`config.mk`:
```
export PLATFORM = sky130hd
export DESIGN_NAME = cla_serial_adder
export DESIGN_NICKNAME = d
export VERILOG_FILES = /design/src/rtl/cla_serial_pkg.sv /design/src/rtl/cla_serial_adder_carry_lookahead.sv /design/src/rtl/cla_serial_adder.sv
export SDC_FILE = /design/constraint.sdc
export NUM_CORES = 1
export LEC_CHECK = 0
export BUFFER_PORTS_ARGS = -buffer_cell sky130_fd_sc_hd__clkbuf_2
export CELL_PAD_IN_SITES_DETAIL_PLACEMENT = 1
export CELL_PAD_IN_SITES_GLOBAL_PLACEMENT = 1
export CORE_MARGIN = 1
export CORE_UTILIZATION = 45
export CTS_BUF_LIST = sky130_fd_sc_hd__clkbuf_4
export DETAILED_ROUTE_END_ITERATION = 6
export PLACE_DENSITY_LB_ADDON = 0.2
export SLEW_MARGIN = 20
export SYNTH_ARGS = -nofsm -noshare
export SYNTH_HDL_FRONTEND = slang
export SYNTH_SLANG_ARGS = --single-unit
```
`constraint.sdc`:
```
create_clock -name clk_i -period 4.5 [get_ports clk_i]
set_clock_uncertainty 0.1 [all_clocks]
set_input_delay 1.125 -clock clk_i [delete_from_list [all_inputs] [get_ports clk_i]]
set_output_delay 1.125 -clock clk_i [all_outputs]
set_load 0.01 [all_outputs]
```
`src/rtl/cla_serial_pkg.sv`:
```
// Shared types and constants for the nibble-serial carry-lookahead adder.
package cla_serial_pkg;

   // Width of one serial step; the carry_lookahead unit handles exactly 4 bits.
   localparam int NIBBLE = 4;

   // Operation sequencing: wait for start, walk the nibbles, flag completion.
   typedef enum logic [1:0] {
      ST_IDLE = 2'd0,
      ST_RUN  = 2'd1,
      ST_DONE = 2'd2
   } cla_state_t;

endpackage : cla_serial_pkg

```
`src/rtl/cla_serial_adder_carry_lookahead.sv`:
```
// 4-bit carry-lookahead unit: derives all four nibble carries from the
// per-bit propagate/generate terms and the incoming carry in a single level.
module carry_lookahead (
   input  logic ci_i,
   input  logic p0_i,
   input  logic p1_i,
   input  logic p2_i,
   input  logic p3_i,
   input  logic g0_i,
   input  logic g1_i,
   input  logic g2_i,
   input  logic g3_i,
   output logic co1_o,
   output logic co2_o,
   output logic co3_o,
   output logic co4_o
);

   // Flattened lookahead equations so no carry depends on a previous carry output.
   always_comb begin
      co1_o = g0_i | (p0_i & ci_i);
      co2_o = g1_i | (p1_i & g0_i) | (p1_i & p0_i & ci_i);
      co3_o = g2_i | (p2_i & g1_i) | (p2_i & p1_i & g0_i)
            | (p2_i & p1_i & p0_i & ci_i);
      co4_o = g3_i | (p3_i & g2_i) | (p3_i & p2_i & g1_i)
            | (p3_i & p2_i & p1_i & g0_i)
            | (p3_i & p2_i & p1_i & p0_i & ci_i);
   end

endmodule : carry_lookahead

```
`src/rtl/cla_serial_adder.sv`:
```
// Nibble-serial adder: one 4-bit carry-lookahead step per clock, with the
// nibble carry-out chained through a register into the next step.
module cla_serial_adder
   import cla_serial_pkg::*;
#(
   parameter int WIDTH = 16
) (
   input  logic             clk_i,
   input  logic             rst_n_i,
   input  logic             start_i,
   input  logic [WIDTH-1:0] a_i,
   input  logic [WIDTH-1:0] b_i,
   input  logic             cin_i,
   output logic             busy_o,
   output logic             done_o,
   output logic [WIDTH-1:0] sum_o,
   output logic             cout_o,
   output logic             overflow_o
);

   localparam int N  = WIDTH / NIBBLE;
   localparam int KW = (N > 1) ? $clog2(N) : 1;
   localparam logic [KW-1:0] K_LAST = KW'(N - 1);

   cla_state_t        state_q, state_d;
   logic [KW-1:0]     k_q, k_d;
   logic              carry_q, carry_d;
   logic [WIDTH-1:0]  a_q, b_q;
   logic [WIDTH-1:0]  sum_q, sum_d;
   logic              cout_q, cout_d;
   logic              ovf_q, ovf_d;

   logic              accept;
   logic [NIBBLE-1:0] a_nib, b_nib, p_nib, g_nib, s_nib;
   logic              co1, co2, co3, co4;

   assign accept = (state_q == ST_IDLE) && start_i;

   // Select the active nibble and form its propagate/generate terms.
   always_comb begin
      a_nib = a_q[int'(k_q)*NIBBLE +: NIBBLE];
      b_nib = b_q[int'(k_q)*NIBBLE +: NIBBLE];
      p_nib = a_nib ^ b_nib;
      g_nib = a_nib & b_nib;
   end

   carry_lookahead u_cla (
      .ci_i  (carry_q),
      .p0_i  (p_nib[0]),
      .p1_i  (p_nib[1]),
      .p2_i  (p_nib[2]),
      .p3_i  (p_nib[3]),
      .g0_i  (g_nib[0]),
      .g1_i  (g_nib[1]),
      .g2_i  (g_nib[2]),
      .g3_i  (g_nib[3]),
      .co1_o (co1),
      .co2_o (co2),
      .co3_o (co3),
      .co4_o (co4)
   );

   // Sum bits: each bit's propagate XORed with the carry arriving at that bit.
   always_comb begin
      s_nib = p_nib ^ {co3, co2, co1, carry_q};
   end

   // Next-state logic: accept in IDLE, one nibble per RUN cycle, single DONE cycle.
   always_comb begin
      state_d = state_q;
      k_d     = k_q;
      carry_d = carry_q;
      sum_d   = sum_q;
      cout_d  = cout_q;
      ovf_d   = ovf_q;
      case (state_q)
         ST_IDLE: begin
            if (start_i) begin
               state_d = ST_RUN;
               k_d     = '0;
               carry_d = cin_i;
               sum_d   = '0;
               cout_d  = 1'b0;
               ovf_d   = 1'b0;
            end
         end
         ST_RUN: begin
            sum_d[int'(k_q)*NIBBLE +: NIBBLE] = s_nib;
            carry_d = co4;
            if (k_q == K_LAST) begin
               // Top nibble: its carry-out is the final carry, and the carries
               // into/out of the sign bit decide two's-complement overflow.
               cout_d  = co4;
               ovf_d   = co3 ^ co4;
               state_d = ST_DONE;
            end else begin
               k_d = k_q + KW'(1);
            end
         end
         ST_DONE: begin
            state_d = ST_IDLE;
         end
         default: begin
            state_d = ST_IDLE;
         end
      endcase
   end

   // Control and result registers; reset aborts any operation in flight.
   always_ff @(posedge clk_i or negedge rst_n_i) begin
      if (!rst_n_i) begin
         state_q <= ST_IDLE;
         k_q     <= '0;
         carry_q <= 1'b0;
         sum_q   <= '0;
         cout_q  <= 1'b0;
         ovf_q   <= 1'b0;
      end else begin
         state_q <= state_d;
         k_q     <= k_d;
         carry_q <= carry_d;
         sum_q   <= sum_d;
         cout_q  <= cout_d;
         ovf_q   <= ovf_d;
      end
   end

   // Operand capture on the accepting edge; only read during RUN, so no reset needed.
   always_ff @(posedge clk_i) begin
      if (accept) begin
         a_q <= a_i;
         b_q <= b_i;
      end
   end

   assign busy_o     = (state_q != ST_IDLE);
   assign done_o     = (state_q == ST_DONE);
   assign sum_o      = sum_q;
   assign cout_o     = cout_q;
   assign overflow_o = ovf_q;

endmodule : cla_serial_adder

```
# Yosys cells after proc, flatten, opt, wreduce, memory -nomap -nowiden
# Cells that the tools add are included.
classes:
  add_sub_neg: 2
  n_eq_ne: 6
  shifts: 4
  mux: 16
  bitwise_logic: 30
  n_reduce_logical: 8
op_table:
  columns: ["op", "count"]
  rows:
  - ["$neg 4->33", 1]
  - ["$shift 4x33->16 const A", 1]
  - ["$shiftx 4x33->16", 1]
  - ["$pmux 16 s2", 1]
  - ["$shiftx 16x5->4", 2]
  - ["$and 1x1->1", 16]
  - ["$bwmux 16", 1]
  - ["$mux 16", 1]
  - ["$or 1x1->1", 10]
  - ["$mux 2", 4]
  - ["$pmux 2 s2", 2]
  - ["$xor 4x4->4", 2]
  - ["$ne 2x2->1 const B", 3]
  - ["$pmux 1 s2", 3]
  - ["$reduce_and 3->1", 2]
  - ["$and 4x4->4", 1]
  - ["$eq 2x2->1 const B", 2]
  - ["$mux 1", 4]
  - ["$reduce_and 2->1", 2]
  - ["$reduce_bool 2->1", 2]
  - ["$add 2x1->2 const B", 1]
  - ["$eq 2x1->1 const B", 1]
  - ["$logic_not 2->1", 1]
  - ["$logic_and 1x1->1", 1]
  - ["$xor 1x1->1", 1]
word_totals:
  ff_bits: 55
  input_bits: 36
  out_inout_bits: 20
  elab_cells: 74

# Logic depth before layout (Yosys ltp)
# Gate-level depths: netlist of run 1.
depth:
  depth_word: 10
  ltp_mapped: 7
  mapped_depth_nobuf: 6

# By module
# A second synthesis of run 1 with hierarchy kept.
unflattened:
  hier_cells: 148
  area_unflattened_um2: 2387.3
by_module_without_submodules:
  columns: ["module", "n_inst", "cells_each", "area_each_um2", "seq_area_each_um2"]
  rows:
  - ["cla_serial_adder", 1, 143, 2348.5, 1536.5]
  - ["carry_lookahead", 1, 5, 38.8, 0.0]

# Worst setup path after synthesis of run 1
# Ideal clock, no wire load.
synth_timing:
  path_type: "input-to-reg"
  from: "input start_i"
  to: "register a_q[0] (enable)"
  setup_time_ns: 0.421
  arrival_ns: 2.512
  required_time_ns: 3.979
  setup_slack_ns: 1.467
  path_stages: 2
  n_path_buf: 0
  cell_sequence: "inv_1 -> nor2_1"
synth_between:
  elab_chain_cells: 1
synth_rtl:
  columns: ["item", "line", "rtl"]
  rows:
  - ["start, declared", "cla_serial_adder.sv:10", "input logic start_i,"]
  - ["$logic_and 1x1->1", "cla_serial_adder.sv:37", "assign accept = (state_q == ST_IDLE) && start_i;"]
  - ["via accept", "cla_serial_adder.sv:33", "logic accept;"]
  - ["end signal, assigned", "cla_serial_adder.sv:131", "a_q <= a_i;"]
  - ["end, declared", "cla_serial_adder.sv:28", "logic [WIDTH-1:0] a_q, b_q;"]
# The timed path passes the listed nets, and every way through them passes these cells.
# A chain may end at the register's enable or synchronous reset.

# Final worst setup path of run 1
layout_timing:
  from: "register k_q[0]"
  to: "register sum_q[3] (netlist: sum_o[3])"
layout_between:
  elab_chain_cells: 10
  elab_cells_between_ends: 25
  classes_between: "add/sub (1); shift (4); mux (2); bitwise (18)"
layout_rtl:
  columns: ["item", "line", "rtl"]
  rows:
  - ["start, declared", "cla_serial_adder.sv:26", "logic [KW-1:0] k_q, k_d;"]
  - ["start signal, assigned", "cla_serial_adder.sv:120", "k_q <= k_d;"]
  - ["$shiftx 16x5->4, on equally long branches", "cla_serial_adder.sv:41, cla_serial_adder.sv:42", null]
  - ["$xor 4x4->4 or $and 4x4->4 (tied branches)", "cla_serial_adder.sv:43, cla_serial_adder.sv:44", null]
  - ["$and 1x1->1, on equally long branches", "cla_serial_adder_carry_lookahead.sv:23, cla_serial_adder_carry_lookahead.sv:24", null]
  - ["$or 1x1->1 (tied with other cells)", "cla_serial_adder_carry_lookahead.sv:23", "co3_o = g2_i | (p2_i & g1_i) | (p2_i & p1_i & g0_i)"]
  - ["$or 1x1->1 or $and 1x1->1 (tied branches)", "cla_serial_adder_carry_lookahead.sv:23, cla_serial_adder_carry_lookahead.sv:24", null]
  - ["$or 1x1->1", "cla_serial_adder_carry_lookahead.sv:24", "| (p2_i & p1_i & p0_i & ci_i);"]
  - ["$xor 4x4->4", "cla_serial_adder.sv:65", "s_nib = p_nib ^ {co3, co2, co1, carry_q};"]
  - ["$shiftx 4x33->16", "cla_serial_adder.sv:88", "sum_d[int'(k_q)*NIBBLE +: NIBBLE] = s_nib;"]
  - ["$bwmux 16 (*)", "cla_serial_adder.sv:88", null]
  - ["$pmux 16 s2 (*)", "cla_serial_adder.sv:76", "case (state_q)"]
  - ["end signal, assigned", "cla_serial_adder.sv:122", "sum_q <= sum_d;"]
  - ["end, declared", "cla_serial_adder.sv:29", "logic [WIDTH-1:0] sum_q, sum_d;"]
# Every way passes the cells marked *; elsewhere a longest branch is shown, timed or not.

==> metrics.txt, run 1 <==
# TYPE chip_impl_metric gauge
chip_impl_metric{name="die_w",unit="um"} 75.2
chip_impl_metric{name="initial_utilization",unit="%"} 46.9
chip_impl_metric{name="finalWirelength",unit="mm"} 5.03
chip_impl_metric{name="synth.cell_area",unit="um^2"} 2410
chip_impl_metric{name="timing.final.crit_period",unit="ps"} 2970
chip_impl_info{name="layout_common_cells",value="55 x sky130_fd_sc_hd__clkbuf_2, 32 x sky130_fd_sc_hd__edfxtp_1, 23 x sky130_fd_sc_hd__dfrtp_1, 17 x sky130_fd_sc_hd__a22o_1, 10 x sky130_fd_sc_hd__ha_1"} 1
chip_impl_metric{name="met2_usage",unit="%"} 36.6
chip_impl_metric{name="synth_mux_area_share",unit="%"} 8.35
chip_impl_metric{name="critical_path_peak_fanout",unit=""} 15
chip_impl_metric{name="fillerInstances",unit=""} 542
chip_impl_info{name="timing.critical_path.to_type",value="register"} 1
chip_impl_metric{name="maxCapViolations",unit=""} 0
chip_impl_metric{name="share_of_the_core_filled_with_cells",unit="%"} 54.7
chip_impl_metric{name="clock-sinks",unit=""} 55
chip_impl_metric{name="syn_nets",unit=""} 197
chip_impl_metric{name="antenna_cells_inserted",unit=""} 0
chip_impl_metric{name="whs",unit="ps"} 412
chip_impl_metric{name="cts_resized",unit=""} 0
chip_impl_metric{name="synth_edf_count",unit=""} 32
chip_impl_metric{name="intPower",unit="mW"} 1.16
chip_impl_metric{name="setup.reg_to_reg.worst_slack",unit="ps"} 1530
chip_impl_metric{name="timing.fmax",unit="MHz"} 336
chip_impl_info{name="yosys.area.top_type",value="sky130_fd_sc_hd__edfxtp_1"} 1
chip_impl_metric{name="fin_crit_sh",unit="%"} 66.1
chip_impl_info{name="crit-reg2reg-launch",value="k_q[0]"} 1
chip_impl_metric{name="grt_met1_usage",unit="%"} 23.8
chip_impl_info{name="status",value="complete, no violations"} 1
chip_impl_metric{name="post-dp-hpwl",unit="mm"} 3.95
chip_impl_metric{name="cts.reportedPaths.clkPinSlew",unit="ps"} 150
chip_impl_metric{name="synthesized_netlist_cell_count",unit=""} 150
chip_impl_metric{name="final_critical_path_setup_slack",unit="ps"} 1530
chip_impl_metric{name="met3_usage",unit="%"} 5.22
chip_impl_metric{name="placement.setup.worst_slack",unit="ps"} 1500
chip_impl_metric{name="synth_async_sr_flop_share",unit="%"} 41.8
chip_impl_metric{name="overflow",unit=""} 0
chip_impl_metric{name="die-area",unit="um^2"} 5650
chip_impl_metric{name="synth_top_area_share",unit="%"} 39.9
chip_impl_info{name="timing_worst_setup_path_type",value="register to register"} 1
chip_impl_metric{name="setup_violations",unit=""} 0
chip_impl_metric{name="synth-adder-area-share",unit="%"} 6.02
chip_impl_metric{name="critical_path_arrival",unit="ps"} 3160
chip_impl_metric{name="routed_wire_length_per_instance",unit="um"} 18.0
chip_impl_metric{name="portBuffers",unit=""} 55
chip_impl_info{name="critical_path.reg2reg.endpoint",value="sum_o[3]"} 1
chip_impl_metric{name="area_delta_synth_final",unit="%"} 16.6
chip_impl_metric{name="h-tree-depth",unit=""} 2
chip_impl_metric{name="part_of_the_total_power_dissipated_in_the_clock_network",unit="%"} 10.6
chip_impl_metric{name="boundaryPins",unit=""} 56
chip_impl_metric{name="power.combinational.fraction",unit="%"} 48.2
chip_impl_info{name="hold_class",value="register to register"} 1
chip_impl_info{name="unrepaired_setup_endpoints_after_global_routing",value="false"} 1
chip_impl_metric{name="whs_path_depth",unit=""} 1
chip_impl_metric{name="hold_viol_final",unit=""} 0
chip_impl_metric{name="grt_pass1_wl",unit="mm"} 8.17
chip_impl_metric{name="antenna_violations_before_repair",unit=""} 0
chip_impl_metric{name="cts_setup_buffers",unit=""} 0
chip_impl_metric{name="drt-initial-drc-count",unit=""} 64
chip_impl_info{name="grt_most_used_layer",value="met2"} 1
chip_impl_metric{name="synth_warnings",unit=""} 0
chip_impl_metric{name="first_global_vias",unit=""} 1628
chip_impl_info{name="hold_path_end",value="sum_o[12]"} 1
chip_impl_metric{name="die_y",unit="um"} 75.2
chip_impl_metric{name="drc",unit=""} 0
chip_impl_metric{name="finalWeightedCongestion",unit=""} 0.812
chip_impl_metric{name="ctsLongestPathBuffers",unit=""} 2
chip_impl_info{name="synth_flop_cell",value="sky130_fd_sc_hd__edfxtp_1"} 1
chip_impl_metric{name="cp_required",unit="ps"} 4680
chip_impl_metric{name="avgViaCountPerCell",unit=""} 5.38
chip_impl_info{name="min-delay-start",value="sum_o[12]"} 1
chip_impl_metric{name="setup_tns",unit="ps"} 0
chip_impl_metric{name="leakage",unit="nW"} 1.23
chip_impl_info{name="synth.top_cells.by_area",value="sky130_fd_sc_hd__edfxtp_1 40%, sky130_fd_sc_hd__dfrtp_1 24%, sky130_fd_sc_hd__mux4_2 7.5%"} 1
chip_impl_metric{name="synthDistinctLibCells",unit=""} 38
chip_impl_metric{name="cts_hold_repair.buffers",unit=""} 0
chip_impl_metric{name="floorplan.core_area",unit="um^2"} 5140
chip_impl_metric{name="power.density",unit="nW/um^2"} 699
chip_impl_metric{name="maxSlewHeadroom",unit="%"} 44.4
chip_impl_metric{name="ff2ff_path_depth",unit=""} 6
chip_impl_metric{name="drt_pre_antenna_iters",unit=""} 4
chip_impl_info{name="dominant_combinational_cell_family_by_area_after_synthesis",value="compound AO/OA/AOI/OAI gates"} 1
chip_impl_metric{name="seqPwrFrac",unit="%"} 41.3
chip_impl_metric{name="synth-seq-area-share",unit="%"} 63.7
chip_impl_metric{name="post_synth.cell_area_avg",unit="um^2"} 16.1
chip_impl_metric{name="peakVddDrop",unit="mV"} 0.291
chip_impl_metric{name="synth-seq-cells",unit=""} 55
chip_impl_metric{name="simple_logic_cell_fraction_of_the_synthesized_area",unit="%"} 6.38
chip_impl_info{name="timing.critical_path.from_type",value="register"} 1
chip_impl_info{name="mostFrequentLayoutCell",value="sky130_fd_sc_hd__clkbuf_2"} 1
chip_impl_metric{name="post_synth_xor_area_fraction",unit="%"} 1.40
chip_impl_info{name="tritoncts",value="built"} 1
chip_impl_metric{name="fraction_of_the_mapped_netlist_area_in_compound_gates",unit="%"} 11.8
chip_impl_metric{name="clock_insertion_delay_worst_skew",unit="ps"} 380
chip_impl_metric{name="grt_max_degree",unit=""} 33
chip_impl_metric{name="timing_max_transition_violations_final",unit=""} 0
chip_impl_metric{name="num-nets-final",unit=""} 256
chip_impl_metric{name="swShare",unit="%"} 41.1
chip_impl_metric{name="max_slew.worst_pin.slew",unit="ps"} 834
chip_impl_metric{name="postRouteAntennaNets",unit=""} 0
chip_impl_info{name="clk_root_buffer_cell",value="sky130_fd_sc_hd__clkbuf_4"} 1
chip_impl_metric{name="num_vias",unit=""} 1505
chip_impl_metric{name="p_sw",unit="mW"} 0.808
chip_impl_metric{name="fp-row-count",unit=""} 26
chip_impl_metric{name="groute.usage.overall",unit="%"} 20.4
chip_impl_metric{name="cts_inserted_buffers",unit=""} 5
chip_impl_metric{name="drive_above_1_share",unit="%"} 39.5
==> power groups by stage <==
stage          combinational (mW)  clock, mW  sequential (mW)
2_1_floorplan               0.718          0            0.774
3_5_place_dp                0.953          0            0.825
4_1_cts                     0.956      0.216            0.812
3_3_place_gp                0.891          0            0.810
5_1_grt                      1.04      0.232            0.831
6_report                    0.946      0.207            0.810
==> cell type report <==
cell class                 count  area [um^2]  share of cell area, %
clock buffer                   5         37.5                   1.34
clock inverter                 3         15.0                  0.534
inverter                       8         30.0                   1.07
multi-input combinational     83          821                   29.2
sequential                    55         1540                   54.7
tap                           70         87.6                   3.12
timing repair buffer          56          283                   10.1
==> worst max path at each step <==
stage / depth (start not counted) / from / slack (ps) / endpoint
global placement: 6 / k_q[0] / 1650 / sum_o[3]
detailed placement: 6 / k_q[0] / 1500 / sum_o[3]
floorplan: 2 / start_i / 1470 / a_q[0]
global route: 6 / k_q[0] / 1300 / sum_o[3]
finish: 6 / k_q[0] / 1530 / sum_o[3]
CTS: 6 / k_q[0] / 1470 / sum_o[3]
==> synthesized netlist by cell type, types with 2 or more instances <==
| cell type | number |
|---|---|
| sky130_fd_sc_hd__edfxtp_1 | 32 |
| sky130_fd_sc_hd__dfrtp_1 | 23 |
| sky130_fd_sc_hd__a22o_1 | 17 |
| sky130_fd_sc_hd__ha_1 | 10 |
| sky130_fd_sc_hd__inv_1 | 8 |
| sky130_fd_sc_hd__mux4_2 | 8 |
| sky130_fd_sc_hd__nand2_1 | 8 |
| sky130_fd_sc_hd__a21o_1 | 5 |
| sky130_fd_sc_hd__nor2_1 | 5 |
| sky130_fd_sc_hd__a21oi_1 | 4 |
| sky130_fd_sc_hd__a22o_2 | 2 |
| sky130_fd_sc_hd__clkbuf_1 | 2 |
==> logic make-up after synthesis <==
kind of cell	Yosys count
muxes	10
buffers and inverters	12
adders and majority gates	11
AOI/OAI and AO/OA	36
DFF	55
xor gates and xnor gates	3
and+or+nand+nor	23
==> per-layer routing <==
metal | up-vias | share of wire, %
met5 | - | 0
met4 | 0 | 1.4
met1 | 746 | 41
met3 | 10 | 4.8
met2 | 49 | 53
li1 | 700 | -
==> critical path: stages, from the launching register on <==
cell and delay, ps:
sky130_fd_sc_hd__dfrtp_1 920, sky130_fd_sc_hd__mux4_2 660, sky130_fd_sc_hd__ha_1 350, sky130_fd_sc_hd__a41oi_1 270
sky130_fd_sc_hd__o21ai_2 140, sky130_fd_sc_hd__xor2_2 190, sky130_fd_sc_hd__a22o_2 250
==> state kept, by name, summed over array words and instances, names as in the netlist <==
signal / flops
state_q: 2
carry_q: 1
cout_o: 1
sum_o: 16
overflow_o: 1
a_q: 16
b_q: 16
k_q: 2
==> stage by stage <==
stage / instances / instance area [um^2] / total power [mW]
2_1_floorplan: 150 / 2410 / 1.49
3_3_place_gp: 272 / 2760 / 1.70
3_5_place_dp: 272 / 2760 / 1.78
4_1_cts: 280 / 2810 / 1.98
5_1_grt: 280 / 2810 / 2.10
6_report: 280 / 2810 / 1.96
Note: power is estimated with default switching activity, not from simulation.
==> inputs of run 2 (changes only) <==
- clock period: 4.5 -> 2.9 ns (I/O delays scaled with it)
==> metrics.txt, run 2 (synthesis results as in run 1) <==
# TYPE chip_impl_metric gauge
chip_impl_info{name="status",value="complete, no violations"} 1
chip_impl_metric{name="timing.fmax",unit="MHz"} 378
chip_impl_metric{name="clock_insertion_delay_worst_skew",unit="ps"} 370
chip_impl_metric{name="antenna_cells_inserted",unit=""} 0
chip_impl_metric{name="area_delta_synth_final",unit="%"} 17.1
chip_impl_metric{name="initial_utilization",unit="%"} 46.9
chip_impl_info{name="layout_common_cells",value="55 x sky130_fd_sc_hd__clkbuf_2, 32 x sky130_fd_sc_hd__edfxtp_1, 23 x sky130_fd_sc_hd__dfrtp_1, 17 x sky130_fd_sc_hd__a22o_1, 10 x sky130_fd_sc_hd__ha_1"} 1
chip_impl_info{name="crit_slowest_cell",value="sky130_fd_sc_hd__dfrtp_1"} 1
chip_impl_info{name="timing.critical_path.from",value="k_q[0]"} 1
chip_impl_info{name="timing.critical_path.to_type",value="register"} 1
chip_impl_metric{name="timing_max_transition_violations_final",unit=""} 0
chip_impl_metric{name="h-tree-depth",unit=""} 2
chip_impl_metric{name="ff2ff_path_depth",unit=""} 6
chip_impl_metric{name="max_slew.worst_pin.slew",unit="ps"} 577
chip_impl_metric{name="placed_instance_area",unit="um^2"} 2770
chip_impl_info{name="timing.critical_path.from_type",value="register"} 1
chip_impl_info{name="unrepaired_setup_endpoints_after_global_routing",value="false"} 1
chip_impl_info{name="crit-reg2reg-launch",value="k_q[0]"} 1
chip_impl_metric{name="timing.final.crit_period",unit="ps"} 2650
chip_impl_metric{name="antenna_violations_before_repair",unit=""} 0
chip_impl_metric{name="critical_path_peak_fanout",unit=""} 7
chip_impl_metric{name="fp-row-count",unit=""} 26
chip_impl_info{name="critical_path.reg2reg.endpoint",value="sum_o[7]"} 1
chip_impl_metric{name="worst_path_largest_cell_delay",unit="ps"} 620
chip_impl_info{name="clk_root_buffer_cell",value="sky130_fd_sc_hd__clkbuf_4"} 1
chip_impl_metric{name="setup_violations",unit=""} 0
chip_impl_metric{name="finalWeightedCongestion",unit=""} 0.813
chip_impl_metric{name="ctsLongestPathBuffers",unit=""} 2
chip_impl_metric{name="postRouteAntennaNets",unit=""} 0
chip_impl_metric{name="die_y",unit="um"} 75.2
chip_impl_metric{name="routed_wire_length_per_instance",unit="um"} 17.2
chip_impl_metric{name="cp_required",unit="ps"} 3070
chip_impl_metric{name="setup_tns",unit="ps"} 0
chip_impl_metric{name="drive_above_1_share",unit="%"} 40.8
chip_impl_metric{name="hold_viol_final",unit=""} 0
chip_impl_metric{name="overflow",unit=""} 0
chip_impl_metric{name="num-nets-final",unit=""} 257
chip_impl_info{name="crit_end",value="sum_o[7]"} 1
chip_impl_metric{name="drt-initial-drc-count",unit=""} 43
chip_impl_metric{name="maxSlewHeadroom",unit="%"} 61.5
chip_impl_info{name="hold_class",value="input port to asynchronous set/reset pin"} 1
chip_impl_metric{name="floorplan.core_area",unit="um^2"} 5140
chip_impl_metric{name="cts_resized",unit=""} 0
chip_impl_info{name="tritoncts",value="built"} 1
chip_impl_metric{name="fin_crit_sh",unit="%"} 91.3
chip_impl_metric{name="boundaryPins",unit=""} 56
chip_impl_metric{name="cts.reportedPaths.clkPinSlew",unit="ps"} 150
chip_impl_metric{name="finalWirelength",unit="mm"} 4.85
chip_impl_metric{name="avgViaCountPerCell",unit=""} 5.41
chip_impl_info{name="timing_worst_setup_path_type",value="register to register"} 1
chip_impl_metric{name="num_vias",unit=""} 1521
chip_impl_metric{name="die_w",unit="um"} 75.2
chip_impl_metric{name="grt_max_degree",unit=""} 33
chip_impl_metric{name="drc",unit=""} 0
chip_impl_metric{name="power.density",unit="nW/um^2"} 1080
chip_impl_metric{name="portBuffers",unit=""} 55
chip_impl_metric{name="placement.setup.worst_slack",unit="ps"} 210
chip_impl_metric{name="final_cell_area",unit="um^2"} 2820
chip_impl_metric{name="clock-sinks",unit=""} 55
chip_impl_metric{name="number_of_instances_in_the_placed_design",unit=""} 273
chip_impl_metric{name="groute.usage.overall",unit="%"} 19.4
chip_impl_metric{name="final_critical_path_setup_slack",unit="ps"} 251
chip_impl_metric{name="cts_hold_repair.buffers",unit=""} 0
chip_impl_metric{name="drt_pre_antenna_iters",unit=""} 4
chip_impl_metric{name="setup.reg_to_reg.worst_slack",unit="ps"} 250
chip_impl_metric{name="first_global_vias",unit=""} 1654
chip_impl_metric{name="peakVddDrop",unit="mV"} 0.413
chip_impl_info{name="kind_of_cell_adding_the_most_delay_to_the_critical_path",value="compound AO/OA/AOI/OAI gates"} 1
chip_impl_metric{name="leakage",unit="nW"} 1.25
chip_impl_metric{name="post-dp-hpwl",unit="mm"} 3.68
chip_impl_metric{name="grt_pass1_wl",unit="mm"} 7.87
chip_impl_metric{name="cts_setup_buffers",unit=""} 0
chip_impl_metric{name="instances_no_fill",unit=""} 281
chip_impl_metric{name="maxCapViolations",unit=""} 0
chip_impl_metric{name="worst-path-stages",unit=""} 6
chip_impl_info{name="crit_chain",value="mux4_2 -> ha_1 -> a41oi_1 -> o21ai_2 -> xor2_2 -> a22o_2"} 1
chip_impl_metric{name="critical_path.n_buffers_inverters",unit=""} 0
chip_impl_metric{name="die-area",unit="um^2"} 5650
chip_impl_metric{name="cts_inserted_buffers",unit=""} 5
chip_impl_metric{name="critical_path_arrival",unit="ps"} 2820
chip_impl_info{name="mostFrequentLayoutCell",value="sky130_fd_sc_hd__clkbuf_2"} 1
==> run 2: changes by cell type in the layout (fill, tap and decap cells not counted), sizes merged <==
cell      change
buf           +1
clkbuf        +2
clkinv        -1
clkinvlp      -1
==> run 2: per-stage QoR <==
stage / utilization [%] / power, mW / hold slack [ps]
5_1_grt: 54.9 / 3.29 / 244
4_1_cts: 54.9 / 3.10 / 229
6_report: 54.9 / 3.05 / 218
2_1_floorplan: - / 2.31 / 329
3_5_place_dp: 53.8 / 2.76 / 390
3_3_place_gp: 53.8 / 2.67 / 382
==> run 2: layer usage <==
| layer | GRT usage, % | vias up | share of wire [%] |
|---|---|---|---|
| li1 | - | 694 | - |
| met1 | 22.7 | 764 | 41 |
| met2 | 34.1 | 55 | 52 |
| met3 | 4.82 | 8 | 4.6 |
| met4 | 8.02 | 0 | 2.0 |
| met5 | 0 | - | 0 |
==> run 2: cell type report <==
| type | count | area [um^2] |
|---|---|---|
| repair buffers | 57 | 290 |
| well taps | 70 | 87.6 |
| inverters | 8 | 30.0 |
| clock buffers | 7 | 52.6 |
| fillers | 544 | 2320 |
| clock inverters | 1 | 5.00 |
| flip-flops and latches | 55 | 1540 |
| multi-input cells | 83 | 821 |
==> run 2: power by group <==
group | switching (mW) | total [mW] | internal, mW
clock | 0.224 | 0.338 | 0.114
sequential | 0.180 | 1.22 | 1.04
combinational | 0.828 | 1.49 | 0.664
total | 1.23 | 3.05 | 1.82
==> run 2: worst min-delay path by stage <==
stage / to / cells after the start
6_report: sum_o[0] / 1
5_1_grt: sum_o[14] / 1
4_1_cts: sum_o[0] / 1
3_5_place_dp: sum_o[6] / 1
3_3_place_gp: sum_o[13] / 1
2_1_floorplan: carry_q / 0
==> inputs of run 3 (changes only) <==
- CORE_UTILIZATION: 45 -> 30
- clock period: 2.9 -> 3.35 ns (I/O delays scaled with it)
==> metrics.txt, run 3 (synthesis results as in run 1) <==
# TYPE chip_impl_metric gauge
chip_impl_info{name="status",value="complete, no violations"} 1
chip_impl_metric{name="boundaryPins",unit=""} 56
chip_impl_metric{name="grt_met1_usage",unit="%"} 16.3
chip_impl_metric{name="ff2ff_path_depth",unit=""} 6
chip_impl_metric{name="drc",unit=""} 0
chip_impl_metric{name="whs",unit="ps"} 339
chip_impl_info{name="timing.critical_path.from_type",value="register"} 1
chip_impl_info{name="hold_class",value="input port to asynchronous set/reset pin"} 1
chip_impl_metric{name="area_delta_synth_final",unit="%"} 20.1
chip_impl_metric{name="hold_viol_final",unit=""} 0
chip_impl_metric{name="number_of_instances_in_the_placed_design",unit=""} 306
chip_impl_metric{name="timing.fmax",unit="MHz"} 396
chip_impl_metric{name="fin_crit_sh",unit="%"} 75.3
chip_impl_info{name="crit_chain",value="mux4_2 -> ha_1 -> a41oi_1 -> o21ai_2 -> xor2_2 -> a22o_2"} 1
chip_impl_metric{name="antenna_violations_before_repair",unit=""} 0
chip_impl_info{name="crit-reg2reg-launch",value="k_q[1]"} 1
chip_impl_metric{name="grt_pass1_wl",unit="mm"} 7.94
chip_impl_metric{name="total_power",unit="mW"} 2.72
chip_impl_metric{name="max_slew.worst_pin.slew",unit="ps"} 599
chip_impl_metric{name="post-dp-hpwl",unit="mm"} 3.66
chip_impl_metric{name="finalWirelength",unit="mm"} 4.76
chip_impl_metric{name="portBuffers",unit=""} 55
chip_impl_metric{name="met3_usage",unit="%"} 3.07
chip_impl_metric{name="power.density",unit="nW/um^2"} 938
chip_impl_metric{name="h-tree-depth",unit=""} 2
chip_impl_metric{name="fp-row-count",unit=""} 32
chip_impl_metric{name="cts_resized",unit=""} 0
chip_impl_metric{name="critical_path.n_buffers_inverters",unit=""} 0
chip_impl_metric{name="floorplan.core_area",unit="um^2"} 7770
chip_impl_metric{name="routed_wire_length_per_instance",unit="um"} 15.2
chip_impl_metric{name="die-area",unit="um^2"} 8400
chip_impl_metric{name="placed_instance_area",unit="um^2"} 2810
chip_impl_info{name="timing_worst_setup_path_type",value="register to register"} 1
chip_impl_metric{name="final_cell_area",unit="um^2"} 2900
chip_impl_metric{name="grt_max_degree",unit=""} 33
chip_impl_metric{name="antenna_cells_inserted",unit=""} 0
chip_impl_metric{name="setup_tns",unit="ps"} 0
chip_impl_info{name="mostFrequentLayoutCell",value="sky130_fd_sc_hd__clkbuf_2"} 1
chip_impl_info{name="grt_most_used_layer",value="met2"} 1
chip_impl_info{name="unrepaired_setup_endpoints_after_global_routing",value="false"} 1
chip_impl_info{name="timing.critical_path.from",value="k_q[1]"} 1
chip_impl_metric{name="groute.usage.overall",unit="%"} 12.4
chip_impl_metric{name="met2_usage",unit="%"} 20.2
chip_impl_metric{name="drive_above_1_share",unit="%"} 41.0
chip_impl_metric{name="cts_inserted_buffers",unit=""} 5
chip_impl_info{name="kind_of_cell_adding_the_most_delay_to_the_critical_path",value="flip-flops"} 1
chip_impl_metric{name="critical_path_arrival",unit="ps"} 2690
chip_impl_metric{name="maxCapViolations",unit=""} 0
chip_impl_metric{name="critical_path_peak_fanout",unit=""} 14
chip_impl_info{name="crit_slowest_cell",value="sky130_fd_sc_hd__dfrtp_1"} 1
chip_impl_metric{name="finalWeightedCongestion",unit=""} 0.687
chip_impl_metric{name="instances_no_fill",unit=""} 314
chip_impl_metric{name="timing.final.crit_period",unit="ps"} 2520
chip_impl_metric{name="overflow",unit=""} 0
chip_impl_metric{name="share_of_the_core_filled_with_cells",unit="%"} 37.3
chip_impl_metric{name="num-nets-final",unit=""} 258
chip_impl_metric{name="cts.reportedPaths.clkPinSlew",unit="ps"} 170
chip_impl_info{name="tritoncts",value="built"} 1
chip_impl_metric{name="peakVddDrop",unit="mV"} 0.244
chip_impl_metric{name="num_vias",unit=""} 1454
chip_impl_metric{name="leakage",unit="nW"} 1.26
chip_impl_metric{name="first_global_vias",unit=""} 1544
chip_impl_metric{name="cts_setup_buffers",unit=""} 0
chip_impl_info{name="layout_common_cells",value="55 x sky130_fd_sc_hd__clkbuf_2, 32 x sky130_fd_sc_hd__edfxtp_1, 23 x sky130_fd_sc_hd__dfrtp_1, 17 x sky130_fd_sc_hd__a22o_1, 10 x sky130_fd_sc_hd__ha_1"} 1
chip_impl_metric{name="clock_insertion_delay_worst_skew",unit="ps"} 370
chip_impl_metric{name="clock-sinks",unit=""} 55
chip_impl_metric{name="drt-initial-drc-count",unit=""} 54
chip_impl_metric{name="cp_required",unit="ps"} 3520
chip_impl_metric{name="fillerInstances",unit=""} 850
chip_impl_metric{name="setup_violations",unit=""} 0
chip_impl_metric{name="placement.setup.worst_slack",unit="ps"} 835
chip_impl_metric{name="die_y",unit="um"} 91.7
chip_impl_metric{name="ctsLongestPathBuffers",unit=""} 2
chip_impl_metric{name="timing_max_transition_violations_final",unit=""} 0
chip_impl_metric{name="worst_path_largest_cell_delay",unit="ps"} 730
chip_impl_info{name="timing.critical_path.to_type",value="register"} 1
chip_impl_metric{name="die_w",unit="um"} 91.7
chip_impl_metric{name="setup.reg_to_reg.worst_slack",unit="ps"} 830
chip_impl_metric{name="maxSlewHeadroom",unit="%"} 60.0
chip_impl_metric{name="final_critical_path_setup_slack",unit="ps"} 827
chip_impl_metric{name="avgViaCountPerCell",unit=""} 4.63
chip_impl_metric{name="postRouteAntennaNets",unit=""} 0
chip_impl_info{name="critical_path.reg2reg.endpoint",value="sum_o[7]"} 1
chip_impl_metric{name="drt_pre_antenna_iters",unit=""} 4
chip_impl_metric{name="cts_hold_repair.buffers",unit=""} 0
chip_impl_metric{name="initial_utilization",unit="%"} 31.0
chip_impl_info{name="clk_root_buffer_cell",value="sky130_fd_sc_hd__clkbuf_4"} 1
run 3: cell count changes in the layout (fill, tap and decap cells not counted), sizes merged:
cell | before | now
clkbuf | 62 | 61
inv | 8 | 9
bufinv | 0 | 1
buf | 2 | 3
clkinv | 1 | 0
run 3: layer usage:
layer	up-vias	part of all wire, %
met2	42	48
met4	0	0.82
met3	2	4.6
li1	698	-
met5	-	0
met1	712	47
run 3: power by group:
group	internal, mW	switching, mW
registers	0.904	0.141
logic	0.583	0.716
clock network	0.169	0.204
total	1.66	1.06
run 3: worst max-delay path by stage:
stage / cells after the start / endpoint / slack (ps)
after floorplan: 3 / a_q[0] / 540
after global placement: 6 / sum_o[3] / 890
after detailed placement: 6 / sum_o[11] / 830
after CTS: 6 / sum_o[7] / 790
after global routing: 6 / sum_o[7] / 670
final: 6 / sum_o[7] / 830
run 3: cell type report:
cell class	instances	area [um^2]	share of cell area [%]
Clock buffer	6	45.0	1.56
Clock inverter	2	38.8	1.34
Inverter	8	30.0	1.04
Multi-Input combinational cell	83	821	28.3
Sequential cell	55	1540	53.0
Tap cell	102	128	4.41
Timing Repair Buffer	58	298	10.3
run 3: worst reg2reg max path, stage by stage (launching register included):
cell and delay [ps]:
sky130_fd_sc_hd__dfrtp_1 730, sky130_fd_sc_hd__mux4_2 450, sky130_fd_sc_hd__ha_1 330, sky130_fd_sc_hd__a41oi_1 240
sky130_fd_sc_hd__o21ai_2 130, sky130_fd_sc_hd__xor2_2 190, sky130_fd_sc_hd__a22o_2 250
